`src/rtl/mem_arbiter_if.sv`:
```
// Signal bundle for mem_arbiter: instruction-fetch port, data port and the shared memory port.
// master is the arbiter's own view; slave is the view of the requesters and memory around it.
interface mem_arbiter_if;
  logic        if_req;
  logic [31:0] if_addr;
  logic        if_ack;
  logic [31:0] if_rdata;

  logic        dm_req;
  logic        dm_we;
  logic [1:0]  dm_size;
  logic [31:0] dm_addr;
  logic [31:0] dm_wdata;
  logic        dm_ack;
  logic [31:0] dm_rdata;

  logic        mem_req;
  logic        mem_we;
  logic [1:0]  mem_size;
  logic [31:0] mem_addr;
  logic [31:0] mem_wdata;
  logic        mem_ack;
  logic [31:0] mem_rdata;

  logic        timeout_err;

  modport master (
    input  if_req, if_addr,
    input  dm_req, dm_we, dm_size, dm_addr, dm_wdata,
    input  mem_ack, mem_rdata,
    output if_ack, if_rdata,
    output dm_ack, dm_rdata,
    output mem_req, mem_we, mem_size, mem_addr, mem_wdata,
    output timeout_err
  );

  modport slave (
    output if_req, if_addr,
    output dm_req, dm_we, dm_size, dm_addr, dm_wdata,
    output mem_ack, mem_rdata,
    input  if_ack, if_rdata,
    input  dm_ack, dm_rdata,
    input  mem_req, mem_we, mem_size, mem_addr, mem_wdata,
    input  timeout_err
  );
endinterface

```
`src/rtl/mem_arbiter.sv`:
```
// Two-requester arbiter sharing one memory port between instruction fetch and data access.
// Data wins by default; fetch is forced through after STARVE_LIMIT back-to-back data grants.
module mem_arbiter #(
  parameter int STARVE_LIMIT = 3,
  parameter int TIMEOUT      = 64
) (
  input  logic          clk,
  input  logic          rst,
  mem_arbiter_if.master bus
);

  localparam int STARVE_W = (STARVE_LIMIT > 0) ? $clog2(STARVE_LIMIT + 1) : 1;
  localparam int WAIT_W   = (TIMEOUT > 1) ? $clog2(TIMEOUT) : 1;
  localparam logic [STARVE_W-1:0] STARVE_MAX = STARVE_W'(STARVE_LIMIT);
  localparam logic [WAIT_W-1:0]   WAIT_LAST  = WAIT_W'(TIMEOUT - 1);

  typedef enum logic [1:0] {
    IDLE     = 2'd0,
    GRANT_IF = 2'd1,
    GRANT_DM = 2'd2
  } state_t;

  state_t              state;
  state_t              state_next;
  logic [STARVE_W-1:0] starve_cnt;
  logic [STARVE_W-1:0] starve_next;
  logic [WAIT_W-1:0]   wait_cnt;
  logic [WAIT_W-1:0]   wait_next;
  logic                grant_if;
  logic                grant_dm;
  logic                timed_out;
  logic                access_done;

  logic                cmd_we;
  logic [1:0]          cmd_size;
  logic [31:0]         cmd_addr;
  logic [31:0]         cmd_wdata;
  logic                err_q;

  always_ff @(posedge clk) begin
    if (rst) begin
      state      <= IDLE;
      starve_cnt <= '0;
      wait_cnt   <= '0;
    end else begin
      state      <= state_next;
      starve_cnt <= starve_next;
      wait_cnt   <= wait_next;
    end
  end

  // Arbitration happens only in IDLE, so every access is followed by at least one IDLE cycle.
  always_comb begin
    state_next  = state;
    starve_next = starve_cnt;
    wait_next   = wait_cnt;
    grant_if    = 1'b0;
    grant_dm    = 1'b0;
    timed_out   = 1'b0;
    unique case (state)
      IDLE: begin
        if (bus.dm_req && (!bus.if_req || (starve_cnt < STARVE_MAX))) begin
          grant_dm   = 1'b1;
          state_next = GRANT_DM;
          wait_next  = '0;
          if (!bus.if_req) begin
            starve_next = '0;
          end else if (starve_cnt != STARVE_MAX) begin
            starve_next = starve_cnt + 1'b1;
          end
        end else if (bus.if_req) begin
          grant_if    = 1'b1;
          state_next  = GRANT_IF;
          wait_next   = '0;
          starve_next = '0;
        end
      end
      GRANT_IF, GRANT_DM: begin
        if (bus.mem_ack) begin
          state_next = IDLE;
        end else if (wait_cnt == WAIT_LAST) begin
          timed_out  = 1'b1;
          state_next = IDLE;
        end else begin
          wait_next = wait_cnt + 1'b1;
        end
      end
      default: begin
        state_next = IDLE;
      end
    endcase
  end

  // The command is latched at grant time so requester changes during the access are invisible.
  always_ff @(posedge clk) begin
    if (rst) begin
      cmd_we    <= 1'b0;
      cmd_size  <= 2'b00;
      cmd_addr  <= '0;
      cmd_wdata <= '0;
      err_q     <= 1'b0;
    end else begin
      if (grant_dm) begin
        cmd_we    <= bus.dm_we;
        cmd_size  <= bus.dm_size;
        cmd_addr  <= bus.dm_addr;
        cmd_wdata <= bus.dm_wdata;
      end else if (grant_if) begin
        cmd_we    <= 1'b0;
        cmd_size  <= 2'b10;
        cmd_addr  <= bus.if_addr;
        cmd_wdata <= '0;
      end else if (state_next == IDLE) begin
        cmd_we    <= 1'b0;
      end
      if (timed_out) begin
        err_q <= 1'b1;
      end
    end
  end

  // A reset landing mid-access kills the ack, so the requester never sees a half-finished transfer.
  always_comb begin
    access_done = (bus.mem_ack || timed_out) && !rst;
  end

  assign bus.if_ack      = (state == GRANT_IF) && access_done;
  assign bus.dm_ack      = (state == GRANT_DM) && access_done;
  assign bus.if_rdata    = ((state == GRANT_IF) && !timed_out) ? bus.mem_rdata : 32'h0;
  assign bus.dm_rdata    = ((state == GRANT_DM) && !timed_out) ? bus.mem_rdata : 32'h0;

  assign bus.mem_req     = (state != IDLE);
  assign bus.mem_we      = cmd_we;
  assign bus.mem_size    = cmd_size;
  assign bus.mem_addr    = cmd_addr;
  assign bus.mem_wdata   = cmd_wdata;
  assign bus.timeout_err = err_q;

endmodule
```
`src/flat_wrapper.sv`:
```
// flat-port wrapper written by rule: the top's interface ports become plain ports
module mem_arbiter_flat 
#(
  parameter int STARVE_LIMIT = 3,
  parameter int TIMEOUT      = 64
)
  (clk, rst, bus_if_req, bus_if_addr, bus_dm_req, bus_dm_we, bus_dm_size, bus_dm_addr, bus_dm_wdata, bus_mem_ack, bus_mem_rdata, bus_if_ack, bus_if_rdata, bus_dm_ack, bus_dm_rdata, bus_mem_req, bus_mem_we, bus_mem_size, bus_mem_addr, bus_mem_wdata, bus_timeout_err);
  mem_arbiter_if bus_i ();
  input  logic clk;
  input  logic rst;
  input wire logic [$bits(bus_i.if_req)-1:0] bus_if_req;
  input wire logic [$bits(bus_i.if_addr)-1:0] bus_if_addr;
  input wire logic [$bits(bus_i.dm_req)-1:0] bus_dm_req;
  input wire logic [$bits(bus_i.dm_we)-1:0] bus_dm_we;
  input wire logic [$bits(bus_i.dm_size)-1:0] bus_dm_size;
  input wire logic [$bits(bus_i.dm_addr)-1:0] bus_dm_addr;
  input wire logic [$bits(bus_i.dm_wdata)-1:0] bus_dm_wdata;
  input wire logic [$bits(bus_i.mem_ack)-1:0] bus_mem_ack;
  input wire logic [$bits(bus_i.mem_rdata)-1:0] bus_mem_rdata;
  output wire logic [$bits(bus_i.if_ack)-1:0] bus_if_ack;
  output wire logic [$bits(bus_i.if_rdata)-1:0] bus_if_rdata;
  output wire logic [$bits(bus_i.dm_ack)-1:0] bus_dm_ack;
  output wire logic [$bits(bus_i.dm_rdata)-1:0] bus_dm_rdata;
  output wire logic [$bits(bus_i.mem_req)-1:0] bus_mem_req;
  output wire logic [$bits(bus_i.mem_we)-1:0] bus_mem_we;
  output wire logic [$bits(bus_i.mem_size)-1:0] bus_mem_size;
  output wire logic [$bits(bus_i.mem_addr)-1:0] bus_mem_addr;
  output wire logic [$bits(bus_i.mem_wdata)-1:0] bus_mem_wdata;
  output wire logic [$bits(bus_i.timeout_err)-1:0] bus_timeout_err;
  assign bus_i.if_req = bus_if_req;
  assign bus_i.if_addr = bus_if_addr;
  assign bus_i.dm_req = bus_dm_req;
  assign bus_i.dm_we = bus_dm_we;
  assign bus_i.dm_size = bus_dm_size;
  assign bus_i.dm_addr = bus_dm_addr;
  assign bus_i.dm_wdata = bus_dm_wdata;
  assign bus_i.mem_ack = bus_mem_ack;
  assign bus_i.mem_rdata = bus_mem_rdata;
  assign bus_if_ack = bus_i.if_ack;
  assign bus_if_rdata = bus_i.if_rdata;
  assign bus_dm_ack = bus_i.dm_ack;
  assign bus_dm_rdata = bus_i.dm_rdata;
  assign bus_mem_req = bus_i.mem_req;
  assign bus_mem_we = bus_i.mem_we;
  assign bus_mem_size = bus_i.mem_size;
  assign bus_mem_addr = bus_i.mem_addr;
  assign bus_mem_wdata = bus_i.mem_wdata;
  assign bus_timeout_err = bus_i.timeout_err;
  mem_arbiter #(.STARVE_LIMIT(STARVE_LIMIT), .TIMEOUT(TIMEOUT)) u_core (.clk(clk), .rst(rst), .bus(bus_i));
endmodule
```
`config.mk`:
```
export PLATFORM = sky130hd
export DESIGN_NAME = mem_arbiter_flat
export DESIGN_NICKNAME = d
export VERILOG_FILES = /design/src/rtl/mem_arbiter_if.sv /design/src/rtl/mem_arbiter.sv /design/src/flat_wrapper.sv
export SDC_FILE = /design/constraint.sdc
export NUM_CORES = 1
export LEC_CHECK = 0
export CAP_MARGIN = 10
export CORE_UTILIZATION = 34
export DETAILED_ROUTE_END_ITERATION = 10
export PLACE_DENSITY_LB_ADDON = 0.1
export RECOVER_POWER = 25
export SYNTH_ARGS = -nofsm -noshare
export SYNTH_HDL_FRONTEND = slang
export SYNTH_SLANG_ARGS = --single-unit
```
`constraint.sdc`:
```
create_clock -name clk -period 2.35 [get_ports clk]
set_input_delay 0.3525 -clock clk [delete_from_list [all_inputs] [get_ports clk]]
set_output_delay 0.3525 -clock clk [all_outputs]
set_load 0.05 [all_outputs]
```
* Word-level counts from Yosys, hierarchy flattened
Cells that the tools add are included.
Cells by class: muxes and demuxes 33, equal/unequal tests 8, $lt $le $gt $ge 1, $add $sub $neg 2, reductions and logical operators 21
Operator list (number):
- $mux 32 | 6
- $mux 6 | 4
- $mux 2 | 10
- $pmux 6 s2 | 1
- $mux 1 | 11
- $reduce_bool 2->1 | 4
- $add 6x1->6 const B | 1
- $eq 6x6->1 const B | 1
- $logic_and 1x1->1 | 6
- $ne 2x2->1 const B | 3
- $logic_not 2->1 | 2
- $pmux 2 s2 | 1
- $reduce_and 4->1 | 1
- $logic_not 1->1 | 3
- $ne 3x2->1 const B | 1
- $ne 3x3->1 const B | 1
- $reduce_and 3->1 | 1
- $reduce_bool 3->1 | 1
- $add 2x1->2 const B | 1
- $eq 2x1->1 const B | 1
- $eq 2x2->1 const B | 1
- $logic_or 1x1->1 | 2
- $lt 2x2->1 const B | 1
- $reduce_or 2->1 | 1
Storage, ports and cells: logic and storage cells 73, input bits 136, register bits 78

* Logic depth before layout (Yosys ltp)
Gate-level depths: netlist of run 1.
depth after elaboration 9, mapped depth 7, depth with buffers taken out 6

* Worst setup path after synthesis of run 1
Ideal clock, no wire load.
path type register -> output, start point register u_core.state[0], end point output port bus_dm_ack, stages on the path, launching flop included 7, buffers on the path 0, path slack 0.190 ns, data required time 1.997 ns, arrival time 1.808 ns, cell sequence dfxtp_1 inv_1 ha_1 inv_1 nor3_2 o21ba_2 and2_1
Between the ends: longest elaborated chain between the ends 6, elaborated cells on any way between the ends 7, classes of those cells eq/ne (2); mux (1); reduce/logical (4)
RTL lines:
- start, declared | line mem_arbiter.sv:23 | state_t state;
- start signal, assigned | line mem_arbiter.sv:46 | state <= state_next;
- $eq 2x2->1 or $eq 2x1->1 (tied branches) | line mem_arbiter.sv:60, mem_arbiter.sv:128
- $reduce_or 2->1 | line mem_arbiter.sv:60 | unique case (state)
- $mux 1 | line mem_arbiter.sv:60
- $logic_or 1x1->1 | line mem_arbiter.sv:124 | access_done = (bus.mem_ack || timed_out) && !rst;
- $logic_and 1x1->1 | line mem_arbiter.sv:124
- $logic_and 1x1->1 (*) | line mem_arbiter.sv:128 | assign bus.dm_ack = (state == GRANT_DM) && access_done;
- end, declared | line flat_wrapper.sv:22 | output wire logic [$bits(bus_i.dm_ack)-1:0] bus_dm_ack;
Every way passes the cells marked *; elsewhere a longest branch is shown, timed or not.

* Final worst setup path of run 1
start point register u_core.state[1], end point output port bus_if_rdata[3]
Between the ends: longest elaborated chain between the ends 6, elaborated cells on any way between the ends 7, classes of those cells eq/ne (2); mux (2); reduce/logical (3)
RTL lines:
- $eq 2x2->1 or $eq 2x1->1 (tied branches) | line mem_arbiter.sv:60, mem_arbiter.sv:129
- $reduce_or 2->1 | line mem_arbiter.sv:60
- $mux 1 | line mem_arbiter.sv:60
- $logic_not 1->1 | line mem_arbiter.sv:129 | assign bus.if_rdata = ((state == GRANT_IF) && !timed_out) ? bus.mem_rdata : 32'h0;
- $logic_and 1x1->1 (*) | line mem_arbiter.sv:129
- $mux 32 (*) | line mem_arbiter.sv:129
- end, declared | line flat_wrapper.sv:21 | output wire logic [$bits(bus_i.if_rdata)-1:0] bus_if_rdata;
Marked as above.

==> PnR_summary.wiki, run 1 <==
{| class="wikitable"
! Metric !! Value
|-
| Result of the run || complete, no violations
|-
| Fraction of the mapped netlist area in simple logic gates || 23.97%
|-
| Final slew viol count || 0
|-
| H-tree depth reported by CTS || 3
|-
| Most common cell after layout, fill and taps aside || sky130_fd_sc_hd__clkdlybuf4s50_1
|-
| CTS tree || done
|-
| Maximum buffer depth of the clock tree || 2
|-
| Final estimated routing congestion in global placement || 0.9193
|-
| Critical path endpoint category || output port
|-
| Multiplexer share of the synthesized area || 0.8412%
|-
| Hold violation count in the final report || 0
|-
| Async set-reset flop share out of synthesis || 0%
|-
| Share of final-layout standard cells stronger than drive strength 1 || 23.69%
|-
| Number of global-route vias before repair || 4216
|-
| Total die area || 10910 sq um
|-
| Instance count of the mapped netlist || 418
|-
| Clock period minus worst slack || 2.349 ns
|-
| Count of flip-flops with a built-in enable after synthesis || 0
|-
| CTS Buf Count || 9
|-
| Number of different library cells in the post-synthesis netlist || 37
|-
| Slew headroom || 59.74%
|-
| Critical path class || reg -> out
|-
| Post-Syn Area || 3570 sq um
|-
| Multi-input gate area || 1984 sq um
|-
| Library cell contributing the largest single delay on the critical path || sky130_fd_sc_hd__dfxtp_4
|-
| Initial core utilization || 34.89%
|-
| Post-DR wirelength/cell || 17.28 um
|-
| Flip-flop and latch count after synthesis || 78
|-
| Count of cells along the worst register-to-register path || 8
|-
| Leakage || 2.903 nW
|-
| Global Route Usage Sum || 25.21%
|-
| Number of nets with antenna violations after detailed routing || 0
|-
| CP Data Required Time || 2.00 ns
|-
| Complex-gate fraction of the synthesized area || 23.87%
|-
| Area of the core || 10230 sq um
|-
| Worst Path Arrival || 2.00 ns
|-
| 1st-iter DRT viols || 221
|-
| Horizontal die dimension || 104.5 um
|-
| CTS Root Buffer Type || sky130_fd_sc_hd__clkbuf_8
|-
| Port Buffer Count || 270
|-
| Commonest cells after routing, fill and taps aside || 202 x sky130_fd_sc_hd__clkdlybuf4s50_1, 76 x sky130_fd_sc_hd__dfxtp_1, 69 x sky130_fd_sc_hd__buf_12
|-
| Capture point of the worst reg-to-reg path || u_core.wait_cnt[2]
|-
| Synthesized-area fraction occupied by xor and xnor cells || 0%
|-
| TritonRoute pass-1 iters || 4
|-
| Combinational family with the most area after synthesis || simple AND/OR/NAND/NOR gates
|-
| Wire length reported by the detailed router || 14.24 mm
|-
| Source of the worst hold timing path || u_core.bus.mem_addr[20]
|-
| Tightest hold margin || 0.4542 ns
|-
| Layout net count || 826
|-
| Clock latency on the worst-skew pair || 0.35 ns
|-
| Largest fanout on the critical path || 32
|-
| Setup repair after global routing missed its margin || yes
|-
| Type of the worst min-delay path || reg -> reg
|-
| Maximum number of pins on one net before global-route repair || 44
|-
| Most Frequent Cell on Critical Path || sky130_fd_sc_hd__buf_12
|-
| Warnings from Yosys || 0
|-
| Syn_nets || 560
|-
| Post-layout instance count excluding filler cells || 824
|-
| Avg Cell Area, Syn || 8.540 sq um
|-
| Adder-cell share of the synthesized area || 2.103%
|-
| Clock tree sinks || 78
|-
| Count of fill cells added during filler insertion || 739
|-
| Library cell with the largest summed area after synthesis || sky130_fd_sc_hd__dfxtp_1
|-
| Number of instances in the placed design || 802
|-
| Capture point of the worst path || bus_if_rdata[3]
|-
| Maximum ir drop on the vdd rail || 0.5552 mV
|-
| Clk pin slew, worst setup/hold paths || 0.08 ns
|-
| Layout area overhead || 110.9%
|-
| Power per cell area || 583.4 nW/um^2
|-
| Dominant cells by area after synthesis || sky130_fd_sc_hd__dfxtp_1 44%, sky130_fd_sc_hd__and2_1 12%, sky130_fd_sc_hd__o221ai_1 8.1%, sky130_fd_sc_hd__a22oi_1 7.2%, sky130_fd_sc_hd__a21oi_1 5.3%
|-
| Avg Vias per Cell || 5.081
|-
| Type of origin of the critical path || register
|-
| Timing-limited maximum frequency || 425.8 MHz
|-
| Final setup violation count || 0
|-
| Number of antenna repair diodes || 0
|-
| Sequential fraction of the synthesis area || 43.74%
|-
| Detailed-route via count || 4187
|-
| Vert. Die Dim || 104.5 um
|-
| Overflow left after global routing || 0
|-
| Number of remaining DRC errors || 0
|-
| Antenna violations before repair || 0
|-
| Storage cell area || 1567 sq um
|-
| Share of the cycle needed by the critical path after routing || 99.94%
|-
| # IOs || 271
|-
| Total half-perimeter wirelength after legalization and detailed placement || 10.61 mm
|-
| Top flip-flop cell by instance count after synthesis || sky130_fd_sc_hd__dfxtp_1
|-
| Max Cap Viol || 0
|-
| Transition time at the pin with the least slew margin || 0.6020 ns
|-
| Share of Yosys cell area claimed by the top area cell type || 43.74%
|-
| Setup slack of the worst register-to-register path || 0.52 ns
|-
| Worst R2R Start || u_core.state[1]
|-
| Number of standard-cell rows in the floorplan || 37
|-
| Worst clock skew || 0.01203 ns
|-
| Global-route wire length before repair || 21.72 mm
|-
| Start point of the critical path || u_core.state[1]
|-
| Max incr delay on CP || 0.38 ns
|-
| Cells traversed along the worst timing path || inv_4, ha_4, nand2b_4, nor3_4, nor2b_2, buf_12, and2_1, buf_12
|}
[per-layer routing]
| metal | track usage [%] | part of all wire [%] | vias up |
|---|---|---|---|
| met3 | 6.955 | 6.7 | 20 |
| met2 | 45.08 | 53 | 169 |
| met4 | 9.898 | 2.1 | 0 |
| met1 | 28.09 | 38 | 1992 |
| met5 | 0 | 0 | - |
| li1 | - | - | 2006 |
[report_power, final]
part	switching, mW	internal (mW)	total (mW)	leakage, nW
combinational	1.08	0.856	1.93	2.17
clock	0.481	0.484	0.965	0.0931
sequential	0.0601	1.43	1.49	0.642
total	1.62	2.77	4.39	2.90
[critical path: cells and delay by family (launching register included)]
| kind | cells | cell delay [ns] |
|---|---|---|
| simple gates | 4 | 0.62 |
| flops | 1 | 0.38 |
| buf+inv | 3 | 0.36 |
| fa+ha+maj | 1 | 0.28 |
[kinds of logic after synthesis]
family          after synthesis
compound gates              119
fa+ha+maj                     6
buf+inv                      44
flops                        78
mux                           3
simple gates                168
[per-stage QoR]
step | instance area [sq um] | power (mW) | util, % | setup slack [ns] | setup TNS, ns
2_1_floorplan | 3570 | 2.514 | - | 0.1899 | 0
3_3_place_gp | 7088 | 3.330 | 69.28 | 0.1354 | 0
3_5_place_dp | 7088 | 3.358 | 69.28 | 0.08691 | 0
4_1_cts | 7315 | 4.326 | 71.49 | 0.01152 | 0
5_1_grt | 7527 | 4.575 | 73.57 | -0.06630 | -2.687
6_report | 7527 | 4.392 | 73.57 | 0.001304 | 0
[area by class of cell]
| cell class | instances | share of cell area (%) |
|---|---|---|
| Tap cell | 136 | 2.261 |
| Clock inverter | 4 | 0.6483 |
| Multi-Input combinational cell | 296 | 26.36 |
| Sequential cell | 78 | 20.81 |
| Clock buffer | 11 | 1.745 |
| Inverter | 7 | 0.3823 |
| Timing Repair Buffer | 292 | 47.79 |
[repair_timing]
item / 4_1_cts / 5_1_grt
gates resized for setup: 8 / 50
setup endpoints to repair: 66 / 64
cloned: 0 / 3
hold buffers: 0 / 0
pin swaps: 1 / 23
hold endpoints to repair: 0 / 0
setup buffers: 1 / 3
[flip-flops by register name, summed over array words and instances (netlist names)]
name and cells:
u_core.bus.mem_size 2, u_core.wait_cnt 6, u_core.starve_cnt 2, u_core.bus.timeout_err 1, u_core.bus.mem_wdata 32, u_core.bus.mem_addr 32
u_core.state 2, u_core.bus.mem_we 1
[cells in the mapped netlist, types with 2 or more instances]
library cell and instances:
sky130_fd_sc_hd__nand2_1 42, sky130_fd_sc_hd__nor4_1 2, sky130_fd_sc_hd__mux2i_1 3, sky130_fd_sc_hd__o221ai_1 33, sky130_fd_sc_hd__nor3_1 2, sky130_fd_sc_hd__a32oi_1 2, sky130_fd_sc_hd__ha_1 6, sky130_fd_sc_hd__clkbuf_1 24
sky130_fd_sc_hd__o21ai_0 2, sky130_fd_sc_hd__dfxtp_1 78, sky130_fd_sc_hd__and2_1 66, sky130_fd_sc_hd__o21ba_2 2, sky130_fd_sc_hd__a21oi_1 38, sky130_fd_sc_hd__inv_1 7, sky130_fd_sc_hd__nor2_1 40, sky130_fd_sc_hd__nand2b_1 5
sky130_fd_sc_hd__buf_4 3, sky130_fd_sc_hd__buf_2 9, sky130_fd_sc_hd__nor2b_1 2, sky130_fd_sc_hd__or3_1 2, sky130_fd_sc_hd__a22oi_1 34
[worst min path at each step]
stage | end | slack [ns] | cells past startpoint
after global routing | u_core.bus.mem_addr[1] | 0.48 | 2
after global placement | u_core.bus.mem_addr[4] | 0.44 | 2
after floorplan | u_core.wait_cnt[4] | 0.44 | 2
after CTS | u_core.bus.mem_addr[25] | 0.46 | 2
after detailed placement | u_core.bus.mem_addr[25] | 0.45 | 2
final | u_core.bus.mem_addr[20] | 0.45 | 2
No activity file was read; power rests on OpenSTA's default activity.
==> run 2: changes to the inputs <==
--- a/config.mk
+++ b/config.mk
@@ -7,6 +7,7 @@
 export LEC_CHECK = 0
 export CAP_MARGIN = 10
 export CORE_UTILIZATION = 34
+export CTS_CLUSTER_DIAMETER = 200
 export DETAILED_ROUTE_END_ITERATION = 10
 export PLACE_DENSITY_LB_ADDON = 0.1
 export RECOVER_POWER = 25
==> results of run 2 <==
Final layout, timing and power as in run 1 (identical DEF).
==> run 3: changes to the inputs <==
--- a/config.mk
+++ b/config.mk
@@ -7,6 +7,7 @@
 export LEC_CHECK = 0
 export CAP_MARGIN = 10
 export CORE_UTILIZATION = 34
+export CTS_BUF_LIST = sky130_fd_sc_hd__clkbuf_16
 export CTS_CLUSTER_DIAMETER = 200
 export DETAILED_ROUTE_END_ITERATION = 10
 export PLACE_DENSITY_LB_ADDON = 0.1
==> PnR_summary.wiki, run 3 (same netlist as run 1, synthesis figures left out) <==
{| class="wikitable"
! Metric !! Value
|-
| Result of the run || complete, no violations (unchanged)
|-
| # IOs || 271 (unchanged)
|-
| Final estimated routing congestion in global placement || 0.9193 (unchanged)
|-
| Count of cells along the worst register-to-register path || 7 (was 8)
|-
| Maximum buffer depth of the clock tree || 2 (unchanged)
|-
| Wire length reported by the detailed router || 13.95 mm (was 14.24 mm)
|-
| Placed cell area || 7088 sq um (unchanged)
|-
| Maximum number of pins on one net before global-route repair || 44 (unchanged)
|-
| Power share of the clock group || 28.3% (was 22.0%)
|-
| Leakage || 2.887 nW (was 2.903 nW)
|-
| Min-Delay Endpoint || u_core.bus.mem_addr[20] (unchanged)
|-
| Setup repair after global routing missed its margin || no (was yes)
|-
| Total chip power || 4.697 mW (was 4.392 mW)
|-
| Antenna violations before repair || 0 (unchanged)
|-
| Clock latency on the worst-skew pair || 0.33 ns (was 0.35 ns)
|-
| Share of final-layout standard cells stronger than drive strength 1 || 19.85% (was 23.69%)
|-
| Worst-case setup margin in the final layout || 0.1085 ns (was 0.001304 ns)
|-
| Summed area of non-filler cells in the final layout || 7490 sq um (was 7527 sq um)
|-
| Initial core utilization || 34.89% (unchanged)
|-
| Type of the worst min-delay path || reg -> reg (unchanged)
|-
| Switching power summed over all nets || 1.641 mW (was 1.617 mW)
|-
| Horizontal die dimension || 104.5 um (unchanged)
|-
| Clk pin slew, worst setup/hold paths || 0.06 ns (was 0.08 ns)
|-
| Max Cap Viol || 0 (unchanged)
|-
| Source of the worst hold timing path || u_core.bus.mem_addr[20] (unchanged)
|-
| Maximum ir drop on the vdd rail || 0.4671 mV (was 0.5552 mV)
|-
| Vert. Die Dim || 104.5 um (unchanged)
|-
| Switching power as a share of total power || 34.94% (was 36.81%)
|-
| Final setup violation count || 0 (unchanged)
|-
| CTS Buf Count || 9 (unchanged)
|-
| Number of nets with antenna violations after detailed routing || 0 (unchanged)
|-
| Timing-limited maximum frequency || 446.1 MHz (was 425.8 MHz)
|-
| Global-route wire length before repair || 21.94 mm (was 21.72 mm)
|-
| Worst R2R Start || u_core.state[1] (unchanged)
|-
| CTS Root Buffer Type || sky130_fd_sc_hd__clkbuf_16 (was sky130_fd_sc_hd__clkbuf_8)
|-
| Number of global-route vias before repair || 4274 (was 4216)
|-
| Type of origin of the critical path || register (unchanged)
|-
| Placement Setup Slack || 0.08691 ns (unchanged)
|-
| Total die area || 10910 sq um (unchanged)
|-
| TritonRoute pass-1 iters || 4 (unchanged)
|-
| Post-DR wirelength/cell || 16.99 um (was 17.28 um)
|-
| Overflow left after global routing || 0 (unchanged)
|-
| Area of the core || 10230 sq um (unchanged)
|-
| Number of remaining DRC errors || 0 (unchanged)
|-
| Layout net count || 823 (was 826)
|-
| CP Data Required Time || 2.00 ns (about the same)
|-
| Worst clock skew || 0.009136 ns (was 0.01203 ns)
|-
| Detailed-route via count || 4148 (was 4187)
|-
| Worst Path Arrival || 1.89 ns (was 2.00 ns)
|-
| Avg Vias per Cell || 5.052 (was 5.081)
|-
| Slew headroom || 53.45% (was 59.74%)
|-
| 1st-iter DRT viols || 233 (was 221)
|-
| Critical path class || reg -> out (unchanged)
|-
| Tightest hold margin || 0.4511 ns (was 0.4542 ns)
|-
| Most common cell after layout, fill and taps aside || sky130_fd_sc_hd__clkdlybuf4s50_1 (unchanged)
|-
| Critical path endpoint category || output port (unchanged)
|-
| Global Route Usage Sum || 25.36% (was 25.21%)
|-
| Share of the cycle needed by the critical path after routing || 95.38% (was 99.94%)
|-
| Capture point of the worst reg-to-reg path || u_core.bus.mem_addr[8] (was u_core.wait_cnt[2])
|-
| CTS hold repair buffers || 0 (unchanged)
|-
| Setup slack of the worst register-to-register path || 0.41 ns (was 0.52 ns)
|-
| Hold violation count in the final report || 0 (unchanged)
|-
| Count of fill cells added during filler insertion || 756 (was 739)
|-
| H-tree depth reported by CTS || 3 (unchanged)
|-
| Internal Dissipation || 3.056 mW (was 2.775 mW)
|-
| Final slew viol count || 0 (unchanged)
|-
| Power per cell area || 627.1 nW/um^2 (was 583.4 nW/um^2)
|-
| Total half-perimeter wirelength after legalization and detailed placement || 10.61 mm (unchanged)
|-
| Setup TNS after final layout || 0 ns (unchanged)
|-
| Commonest cells after routing, fill and taps aside || 201 x sky130_fd_sc_hd__clkdlybuf4s50_1, 74 x sky130_fd_sc_hd__dfxtp_1, 68 x sky130_fd_sc_hd__buf_12 (was 202 x sky130_fd_sc_hd__clkdlybuf4s50_1, 76 x sky130_fd_sc_hd__dfxtp_1, 69 x sky130_fd_sc_hd__buf_12)
|-
| Number of standard-cell rows in the floorplan || 37 (unchanged)
|-
| Largest fanout on the critical path || 32 (unchanged)
|-
| Clock period minus worst slack || 2.242 ns (was 2.349 ns)
|-
| Transition time at the pin with the least slew margin || 0.6983 ns (was 0.6020 ns)
|-
| CTS tree || done (unchanged)
|-
| Logic gate share of total power || 39.9% (was 44.0%)
|-
| Number of antenna repair diodes || 0 (unchanged)
|-
| Number of cells on the worst hold path || 2 (unchanged)
|-
| Port Buffer Count || 270 (unchanged)
|-
| Layout area overhead || 109.8% (was 110.9%)
|-
| Clock tree sinks || 78 (unchanged)
|-
| Sequential Power Share || 31.9% (was 34.0%)
|}
## run 3: per-layer routing
| layer | vias up | wire, um | GRT usage, % |
|---|---|---|---|
| met5 | - | 0 | 0 |
| met4 | 0 | 389 | 9.898 |
| met3 | 26 | 975 | 7.206 |
| met2 | 161 | 7282 | 46.03 |
| met1 | 1960 | 5300 | 27.61 |
| li1 | 2001 | - | - |
## run 3: worst max path at each step
stage	from	endpoint	slack, ns	cells after the start
finish	u_core.state[0]	bus_if_rdata[2]	0.11	8
global route	bus_if_req	u_core.bus.mem_addr[25]	0.02	6
CTS	u_core.state[0]	bus_dm_rdata[30]	-0.02	8
detailed placement	u_core.state[1]	bus_if_ack	0.09	7
global placement	u_core.state[1]	bus_if_ack	0.14	7
floorplan	u_core.state[0]	bus_dm_ack	0.19	6
## run 3: power by group through the flow
stage                     logic (mW)  registers, mW  clock network [mW]
after global placement          1.81           1.52                   0
after global routing            1.97           1.51                1.40
after detailed placement        1.83           1.52                   0
final                           1.87           1.50                1.33
after floorplan                0.635           1.88                   0
after CTS                       1.88           1.50                1.34
## run 3: layout make-up
| type | count | area (sq um) | area share, % |
|---|---|---|---|
| timing repair buffer | 289 | 3531 | 47.14 |
| multi-input combinational | 296 | 1914 | 25.56 |
| sequential | 78 | 1567 | 20.92 |
| clock buffer | 9 | 225.2 | 3.007 |
| tap | 136 | 170.2 | 2.272 |
| clock inverter | 6 | 56.30 | 0.7518 |
| inverter | 7 | 26.28 | 0.3508 |
## run 3: stage by stage
step	util [%]	instances
after floorplan	-	418
after global placement	69.28	802
after detailed placement	69.28	802
after CTS	73.16	821
after global routing	73.21	821
final	73.21	821
## run 3: worst max-delay path: stages (launching register included)
cell and delay [ns]:
sky130_fd_sc_hd__dfxtp_2 0.35, sky130_fd_sc_hd__inv_2 0.05, sky130_fd_sc_hd__ha_4 0.28, sky130_fd_sc_hd__nand2b_4 0.06
sky130_fd_sc_hd__nor3_4 0.21, sky130_fd_sc_hd__nor2b_2 0.09, sky130_fd_sc_hd__buf_12 0.17, sky130_fd_sc_hd__and2_1 0.19
sky130_fd_sc_hd__buf_12 0.15
## run 3: timing repair
action | 4_1_cts | 5_1_grt
gates cloned | 1 | 0
setup buffers | 3 | 0
resized for setup | 15 | 19
setup endpoints to repair | 66 | 38
pin swaps | 3 | 1
==> RTL change 1: new RTL, config.mk and constraints of run 1 <==
Make the reset (`rst`) asynchronous in 2 clocked blocks.
--- a/src/rtl/mem_arbiter.sv
+++ b/src/rtl/mem_arbiter.sv
@@ -38,5 +38,5 @@
   logic                err_q;
 
-  always_ff @(posedge clk) begin
+  always_ff @(posedge clk or posedge rst) begin
     if (rst) begin
       state      <= IDLE;
@@ -93,5 +93,5 @@
 
   // The command is latched at grant time so requester changes during the access are invisible.
-  always_ff @(posedge clk) begin
+  always_ff @(posedge clk or posedge rst) begin
     if (rst) begin
       cmd_we    <= 1'b0;
Formal check against the unedited RTL: differs if rst is asserted again (counterexample within 4 cycles, from zero or initial values and one cycle with rst high); with rst held inactive, the same outputs for 4 cycles.
==> RTL change 1 against run 1 <==
The flow now finishes with violations (negative setup slack); cell count up 0.49%; wire length up 1.1%; setup slack worse by 0.0025 ns; synthesized area up 12%; synthesized cell count down 1.7%; die area up 11%; sequential cell count unchanged; final area up 8.7%; first-iteration DRC count up 8.6%.
Power is not compared: it rests on default switching activity, and its combinational part moved more than twofold at a synthesized area within 25%.
==> RTL change 1: results (changes against run 1) <==
metric,value,unit,change
rr_endpoint,u_core.wait_cnt[2]$_DFFE_PP0P_,,
skew,0.00538,ns,-0.00665 ns
dp_hpwl,10.8,mm,+1.5%
finalSetupViolations,1,,+1
clk_latency,0.33,ns,-0.02 ns
setup_ws,-0.00116,ns,-0.00247 ns
synth_common_cells,"dfrtp_1, and2_1, a21oi_1, nor2_1, a22o_1",,
violations,negative setup slack,,
grt_pass1_vias,3873,,-8.1%
met2_length,7.64,mm,+1.4%
place_area,7550,sq um,+6.6%
stdcell_count,828,,+0.49%
r2r-start,u_core.state[0]$_DFF_PP0_,,
wl_met1,5.50,mm,+1.1%
root_buffer,clkbuf_16,,
grt_usage,21.9,%,-3.3 points
cp_max_fo,8,,-75%
path_clk_slew,0.06,ns,-0.02 ns
rrSetupSlack,0.42,ns,-0.10 ns
setup.worst_path.start,u_core.state[1]$_DFF_PP0_,,
dp_slack,0.0306,ns,-0.0563 ns
drive_gt1_share,26.3,%,+2.6 points
ys.flop_type,dfrtp_1,,
fin_nets,822,,-0.48%
async_flop_share,100,%,+100 points
dpl.cell_count,807,,+0.62%
status,"finished, violations left",,
synth-adder-area-share,1.89,%,-0.22 points
-- RTL change 1: changes by cell type in the layout (fill, tap and decap cells not counted), moves of 6 or more --
cell / run 1 / this run
o221ai_1: 33 / 0
a22o_1: 0 / 33
buf_4: 17 / 11
dfrtp_1: 0 / 78
nand3b_1: 1 / 32
clkbuf_16: 2 / 11
and2_1: 24 / 6
o21ai_0: 2 / 10
o21ai_1: 0 / 30
and2_4: 42 / 60
dfxtp_1: 76 / 0
nand2_1: 41 / 6
clkbuf_8: 9 / 1
a22oi_1: 34 / 0
-- RTL change 1: timing repair --
item	in CTS	in global routing
pin swaps	1	11
setup buffers	1	1
gates cloned	0	3
resized for setup	10	60
setup endpoints to repair	64	64
-- RTL change 1: layout make-up --
| class | count | area, sq um |
|---|---|---|
| repair buffers | 289 | 3590 |
| fillers | 830 | 3230 |
| multi-input cells | 294 | 2060 |
| flip-flops and latches | 78 | 1950 |
| clock buffers | 11 | 243 |
| well taps | 143 | 179 |
| clock inverters | 5 | 129 |
| inverters | 8 | 31.3 |
-- RTL change 1: critical path, cell delays in order, from the launching register on --
cell and delay [ns]:
dfrtp_1 0.38, inv_2 0.06, ha_4 0.28, nand2b_4 0.06
nor3_4 0.25, nor2b_4 0.11, clkbuf_16 0.18, and2_1 0.18
buf_12 0.15
-- RTL change 1: per-layer routing --
| metal | up-vias | global-route usage, % |
|---|---|---|
| li1 | 1979 | - |
| met1 | 1996 | 24.8 |
| met2 | 164 | 39.7 |
| met3 | 12 | 6.70 |
| met4 | 0 | 6.11 |
| met5 | - | 0 |
-- RTL change 1: stage by stage --
stage	power, uW	TNS (ns)
2_1_floorplan	6470	0
3_3_place_gp	9300	0
3_5_place_dp	9390	0
4_1_cts	11200	-0.0178
5_1_grt	11900	-1.09
6_report	11500	-0.00116
==> RTL change 2: new RTL, config.mk and constraints of run 1 <==
Made on the original files. `TIMEOUT` is set to 64 in 2 places; all go to 128.
--- a/src/rtl/mem_arbiter.sv
+++ b/src/rtl/mem_arbiter.sv
@@ -3,5 +3,5 @@
 module mem_arbiter #(
   parameter int STARVE_LIMIT = 3,
-  parameter int TIMEOUT      = 64
+  parameter int TIMEOUT      = 128
 ) (
   input  logic          clk,
--- a/src/flat_wrapper.sv
+++ b/src/flat_wrapper.sv
@@ -3,5 +3,5 @@
 #(
   parameter int STARVE_LIMIT = 3,
-  parameter int TIMEOUT      = 64
+  parameter int TIMEOUT      = 128
 )
   (clk, rst, bus_if_req, bus_if_addr, bus_dm_req, bus_dm_we, bus_dm_size, bus_dm_addr, bus_dm_wdata, bus_mem_ack, bus_mem_rdata, bus_if_ack, bus_if_rdata, bus_dm_ack, bus_dm_rdata, bus_mem_req, bus_mem_we, bus_mem_size, bus_mem_addr, bus_mem_wdata, bus_timeout_err);
Check against the original RTL: no difference found for any inputs over 4 cycles, from zero or initial values and one cycle with rst high; that may be too few to reach the edited logic, so the function may still have changed.
==> RTL change 2 against run 1 <==
Power about the same; count of clock-buffer cells in the layout grew 2; highest routed layer unchanged; sequential cell count is 1 higher; wire length shrank 0.18%; via count grew 0.84%; utilization decreased by 1.4 points; setup slack improved by 0.084 ns; register-to-register slack got worse by 0.02 ns; synthesized area up 2.4%; final area is 0.62% lower.
==> RTL change 2: results (changes against run 1) <==
metric,value,unit,change
path_delay_family,simple AND/OR/NAND/NOR gates,,
ys_types,44,,+19%
cp_slowest_cell,dfxtp_2,,
ctsResizeCount,7,,-1
ir_drop,0.000514,V,-7.4%
p_leak,0.00283,uW,-2.4%
cpPeakStageDelay,0.35,ns,-0.03 ns
synth_fp_nets,569,,+1.6%
worst_slew_pin_slew,0.561,ns,-0.0412 ns
arrival,1.91,ns,-0.09 ns
wl,14.2,mm,-0.18%
fin_nets,827,,+0.12%
skew,0.0117,ns,-0.000303 ns
rrSetupSlack,0.50,ns,-0.02 ns
drive_gt1_share,19.3,%,-4.4 points
post-cts-setup-buffers,3,,+2
grt_max_degree,50,,+14%
via_per_inst,5.11,,+0.59%
status,completed,,
r2r_cells,7,,-1
pg_clk,1050,uW,+9%
rr_endpoint,u_core.wait_cnt[3]$_SDFFE_PP0P_,,
dp_slack,0.133,ns,+0.0462 ns
place_area,7160,sq um,+0.97%
grt_pass1_wl,22.3,mm,+2.5%
yosys-top-cells-area,"dfxtp_1, and2_1, o221ai_1",,
grt_pass1_vias,4230,,+0.33%
synth_common_cells,"dfxtp_1, and2_1, nor2_1",,
holdPathEnd,u_core.bus.mem_addr[15]$_SDFFE_PP0P_,,
grt_usage,25.3,%,+0.069 points
p_seq_share,34.3,%,+0.3 points
routabilityCongestion,0.910,,-1.0%
synth-seq-area-share,43.3,%,-0.47 points
fillers,758,,+2.6%
setup.worst_path.start,u_core.state[0]$_SDFF_PP0_,,
p_sw,1570,uW,-2.9%
## RTL change 2: cell count changes after synthesis, moves of 3 or more
cell	change
buf_2	-3
nand2_1	-4
nand3_1	+3
or4_1	+3
## RTL change 2: cell type report
type / count / area (sq um) / share of cell area, %
Clock buffer: 13 / 169 / 2.26
Sequential cell: 79 / 1590 / 21.3
Timing Repair Buffer: 286 / 3540 / 47.3
Inverter: 6 / 22.5 / 0.301
Multi-Input combinational cell: 303 / 1950 / 26.1
Tap cell: 136 / 170 / 2.27
Clock inverter: 3 / 40.0 / 0.535
## RTL change 2: routing by layer
layer	up-vias	track usage (%)	share of wire (%)
met5	-	0	0
met4	0	8.23	1.7
met3	19	6.68	7.5
met2	186	44.5	51
met1	1983	29.6	40
li1	2034	-	-
## RTL change 2: cell families (layout without fill, tap and decap cells)
group                      after synthesis  after routing  synth area share (%)
buffers and inverters                   45            308                  5.75
muxes                                    1              1                 0.274
AOI/OAI and AO/OA                      125            125                  24.2
adders and majority gates                6              6                  2.05
DFF                                     79             79                  43.3
and+or+nand+nor                        171            171                  24.4
## RTL change 2: how the worst max path moves through the flow
stage               depth (start not counted)               end  slack (ns)
global route                                7  bus_if_rdata[28]      -0.006
CTS                                         8  bus_if_rdata[27]       0.009
detailed placement                          7  bus_if_rdata[27]        0.13
finish                                      8  bus_dm_rdata[25]        0.08
floorplan                                   7  bus_dm_rdata[10]        0.19
global placement                            7  bus_dm_rdata[15]        0.16
## RTL change 2: per-stage QoR
stage	util [%]	power, uW	std cells	hold WS, ns
floorplan	-	2500	427	0.444
global placement	69.0	3310	806	0.439
detailed placement	69.0	3340	806	0.445
CTS	71.6	4410	825	0.455
global route	72.1	4570	826	0.478
finish	72.1	4390	826	0.451
